File: src/rtl/alu.sv
// Registered ALU: logic, arithmetic and shift/rotate classes feeding a single
// output register. The class comes from shift/arith; the operation from op or sel.
module alu #(
  parameter int DATA_WIDTH = 32,
  parameter int OP_WIDTH   = 3
) (
  input  logic                  clock,
  input  logic                  reset,
  input  logic [DATA_WIDTH-1:0] data_1,
  input  logic [DATA_WIDTH-1:0] data_2,
  input  logic [OP_WIDTH-1:0]   op,
  input  logic [OP_WIDTH-1:0]   sel,
  input  logic                  arith,
  input  logic                  shift,
  output logic [DATA_WIDTH-1:0] data_out
);

  localparam int SH_W = $clog2(DATA_WIDTH);
  localparam logic [DATA_WIDTH-1:0] ONE  = DATA_WIDTH'(1);
  localparam logic [DATA_WIDTH-1:0] ZERO = '0;

  function automatic logic [DATA_WIDTH-1:0] logic_op(
    input logic [OP_WIDTH-1:0]   code,
    input logic [DATA_WIDTH-1:0] a,
    input logic [DATA_WIDTH-1:0] b
  );
    logic [DATA_WIDTH-1:0] r;
    case (code)
      3'b000:  r = a & b;
      3'b001:  r = a | b;
      3'b010:  r = a ^ b;
      3'b011:  r = ~(a & b);
      3'b100:  r = ~(a | b);
      3'b101:  r = ~(a ^ b);
      3'b110:  r = ~a;
      default: r = b;
    endcase
    return r;
  endfunction

  function automatic logic [DATA_WIDTH-1:0] arith_op(
    input logic [OP_WIDTH-1:0]   code,
    input logic [DATA_WIDTH-1:0] a,
    input logic [DATA_WIDTH-1:0] b
  );
    logic [DATA_WIDTH-1:0] r;
    case (code)
      3'b000:  r = a + b;
      3'b001:  r = a - b;
      3'b010:  r = a * b;
      3'b011:  r = a + ONE;
      3'b100:  r = a - ONE;
      3'b101:  r = ZERO - a;
      3'b110:  r = ($signed(a) < $signed(b)) ? ONE : ZERO;
      default: r = (a < b) ? ONE : ZERO;
    endcase
    return r;
  endfunction

  // Rotates use a doubled operand so that n=0 naturally returns A.
  function automatic logic [DATA_WIDTH-1:0] shift_op(
    input logic [OP_WIDTH-1:0]   code,
    input logic [DATA_WIDTH-1:0] a,
    input logic [SH_W-1:0]       n
  );
    logic [DATA_WIDTH-1:0]   r;
    logic [2*DATA_WIDTH-1:0] dbl;
    dbl = '0;
    case (code)
      3'b000:  r = a << n;
      3'b001:  r = a >> n;
      3'b010:  r = DATA_WIDTH'($signed(a) >>> n);
      3'b011: begin
        dbl = {a, a} << n;
        r   = dbl[2*DATA_WIDTH-1:DATA_WIDTH];
      end
      3'b100: begin
        dbl = {a, a} >> n;
        r   = dbl[DATA_WIDTH-1:0];
      end
      3'b101:  r = a << 1;
      3'b110:  r = a >> 1;
      default: r = a;
    endcase
    return r;
  endfunction

  logic [DATA_WIDTH-1:0] result_p0;

  always_comb begin
    result_p0 = logic_op(op, data_1, data_2);
    if (shift)
      result_p0 = shift_op(sel, data_1, data_2[SH_W-1:0]);
    else if (arith)
      result_p0 = arith_op(op, data_1, data_2);
  end

  // Stage boundary: combinational result captured into the output register.
  always_ff @(posedge clock or negedge reset) begin
    if (!reset)
      data_out <= '0;
    else
      data_out <= result_p0;
  end

endmodule

File: config.mk
export PLATFORM = sky130hd
export DESIGN_NAME = alu
export DESIGN_NICKNAME = d
export VERILOG_FILES = /design/src/rtl/alu.sv
export SDC_FILE = /design/constraint.sdc
export NUM_CORES = 2
export LEC_CHECK = 0
export CAP_MARGIN = 20
export CORE_AREA = 4 4 263 265
export CTS_BUF_LIST = sky130_fd_sc_hd__clkbuf_16
export DETAILED_ROUTE_END_ITERATION = 8
export DIE_AREA = 0 0 267 269
export PLACE_DENSITY = 0.67
export SETUP_SLACK_MARGIN = 0.4
export SLEW_MARGIN = 15
export SYNTH_ARGS = -nofsm -noshare
export SYNTH_HDL_FRONTEND = slang
export SYNTH_SLANG_ARGS = --single-unit
File: constraint.sdc
create_clock -name clock -period 0.8 [get_ports clock]
set_clock_uncertainty 0.1 [all_clocks]
set_input_delay 0.08 -clock clock [delete_from_list [all_inputs] [get_ports clock]]
set_output_delay 0.08 -clock clock [all_outputs]
set_load 0.01 [all_outputs]
==> results by group <==
Status
  • Status: complete, but fails checks
  • Failing checks: hold timing, setup timing

Floorplan
  • Die Span Y: 269 um
  • Die Wd: 267 um
  • IO Pins: 106
  • Num rows: 95
  • Starting Density: 0.4465
  • Die area: 0.07182 mm2
  • Core area: 0.06680 mm2

Logic synthesis
  • Mapped cell area: 0.02983 mm2
  • Unique cell type count in the Yosys netlist: 87
  • Gate Count Post-Synth: 3892
  • Syn nets: 4629
  • Top cell type's share of synthesized area: 0.2752
  • Post-Synth Simple-Gate Area: 0.1679
  • Post-synthesis adder-cell area fraction: 0.3813
  • Synth Area per Inst: 7.664 um2
  • Compound-Gate Fraction of Synth Area: 0.1885
  • Synth area leader: fa_1
  • Area contributors post-synth: fa_1, ha_1, nor2_1, inv_1, xnor2_1
  • Seq/Total Area, Yosys: 0.02684
  • Post-synthesis mux area share: 0.08074
  • Number of enable flip-flop cells after synthesis: 0
  • Synth Flop Type: dfrtp_1
  • Post-synth ARST share: 1.000
  • Synth Area in XOR/XNOR: 0.05432
  • Synth Warn #: 0
  • Largest family of logic cells by synthesized area: adder cells
  • Seq cells post-synth: 32

GRT
  • Grt ovf: 0
  • Initial antenna violation count: 21
  • Global-route wire length before repair: 245700 um
  • Vias in the first global route: 37082
  • Largest net degree at the start of global routing: 81
  • Global Route Usage Sum: 0.4707

STA
  • Final setup violation count: 64
  • Final hold vios: 8
  • Final Max Tran Viols: 0
  • RSZ-0062 raised after global routing: true
  • Final WS setup: -5.890 ns
  • Part of the cycle the worst path needs: 8.363
  • F_max: 0.1495 GHz
  • Min Hold Slack: -0.1271 ns
  • Relative slew slack: 0.2157
  • Post-layout min period: 6.690 ns
  • Slew @ Worst Pin: 1.144 ns

Worst setup path
  • CP most frequent cell: fa_1
  • CP max FO: 4
  • Slowest cell on crit path: fa_1
  • Worst Path Arrival: 6.80 ns
  • Max incr delay on CP: 0.59 ns
  • Crit end category: register
  • Critical path class: in2reg
  • CP Launch Type: primary input
  • Critical path required time: 0.91 ns

Placed design
  • Post-DP HPWL: 133300 um
  • Placer Congestion: 1.113
  • Placed instance area: 0.03950 mm2
  • PortBufs: 105

Route
  • Avg Vias per Cell: 6.328
  • DR pass1 iterations: 6
  • Wire per inst: 30.04 um
  • Routed WL: 174800 um
  • Vias: 36823
  • Drt drc: 0
  • Post-route ant nets: 0
  • DRT iter0 DRCs: 4805

Final layout
  • Fraction of layout cells with a size suffix above 1: 0.3875
  • Fill cell count: 5371
  • Biggest regs: data_out: 32 flops
  • Register area: 805.8 um2
  • Max reg flops: 32
  • Most frequent cells in the layout: buf_4, nor2_1, inv_1, fa_1, nand2_1
  • Design area: 0.04468 mm2
  • Commonest non-fill, non-tap cell in the layout: buf_4
  • P&R area growth vs syn: 49.78%
  • Area used by multi-input combinational logic: 0.02881 mm2
  • Reg with most FFs: data_out
  • Layout Nets: 5667

Clock tree
  • CTS Buf Count: 5
  • Max Root-Sink Buffers: 2
  • Max H-tree Level: 2
  • Clock root cell: clkbuf_16
  • CTS Sinks: 32
  • CTS tree: done
  • Clock-pin transition on the worst setup and hold timing paths: 0.07 ns

Run
  • Max cap viols: 0

Power and ir drop
  • Design Power: 207400 uW
  • Maximum vdd drop: 9839 uV
  • Cell area power density: 4641 mW/mm2
  • Pleak: 0.02070 uW

Worst hold path
  • Worst min path class: in2async
==> where the power goes <==
| group | internal (uW) | switching, uW |
|---|---|---|
| sequential | 1970 | 294 |
| combinational | 97300 | 105000 |
| clock | 1490 | 1040 |
==> layer usage <==
metal  share of wire  GRT usage  routed length (um)
met1            0.33     0.5349               58170
met2            0.41     0.7055               72030
met3            0.14     0.1731               24680
met4            0.11     0.3986               19860
met5         0.00044          0                  77
==> stage by stage <==
| step | worst slack (ns) | cells | util | setup TNS, ns |
|---|---|---|---|---|
| detailed placement | -6.867 | 5633 | 0.5913 | -194.76 |
| CTS | -5.866 | 5750 | 0.6488 | -162.35 |
| finish | -5.890 | 5819 | 0.6688 | -165.35 |
| global placement | -6.787 | 5633 | 0.5913 | -193.50 |
| floorplan | -5.889 | 3892 | - | -149.24 |
| global route | -6.139 | 5809 | 0.6684 | -169.39 |
==> worst max-delay path: cells and delay by family <==
kind	cells	cell delay [ns]
adder cells (fa/ha/maj)	9	4.41
buffers and inverters	11	1.05
AO/OA/AOI/OAI	2	0.45
XOR/XNOR	1	0.14
AND/OR/NAND/NOR	6	0.67
==> area by class of cell <==
class	count	share of cell area
Inverter	498	0.04618
Multi-Input combinational cell	3075	0.6448
Sequential cell	32	0.01804
Antenna cell	15	0.0008401
Tap cell	873	0.02445
Clock inverter	3	0.001036
Clock buffer	5	0.002800
Timing Repair Buffer	1317	0.2616
Timing Repair inverter	1	0.0001960
==> path summary, 6_finish.rpt <==
| path | startpoint | endpoint | slack [ns] |
|---|---|---|---|
| hold / removal | reset | data_out[7]$_DFF_PN0_ | -0.13 |
| min in group clock | shift | data_out[18]$_DFF_PN0_ | 0.25 |
| max in group asynchronous | reset | data_out[27]$_DFF_PN0_ | 0.42 |
| setup / recovery | data_2[5] | data_out[31]$_DFF_PN0_ | -5.89 |
==> synthesized netlist by cell type (36+ instances only) <==
cell type	n
buf_1	62
nand2_1	349
mux2i_1	91
mux4_2	52
inv_1	469
a21oi_1	212
clkbuf_1	199
xnor2_1	157
o21ai_0	176
a211oi_1	59
ha_1	253
o221ai_1	36
o22ai_1	77
nor2_1	608
nor3_1	54
a21o_1	40
fa_1	410
==> cells by family (layout without fill, tap and decap cells) <==
| group | after synthesis | in the layout |
|---|---|---|
| simple gates | 1186 | 1186 |
| compound gates | 869 | 869 |
| buf+inv | 785 | 1824 |
| fa+ha+maj | 663 | 663 |
| xor+xnor | 185 | 185 |
| mux | 172 | 172 |
| flops | 32 | 32 |
| other cells | 0 | 15 |
==> repair_timing <==
action,CTS,global route
endpoints found under the setup margin,96,64
buffers inserted,100,54
pin swaps,241,146
gates cloned,9,0
hold endpoints to repair,8,8
gates resized for setup,957,257
No activity file was read; power rests on OpenSTA's default activity.
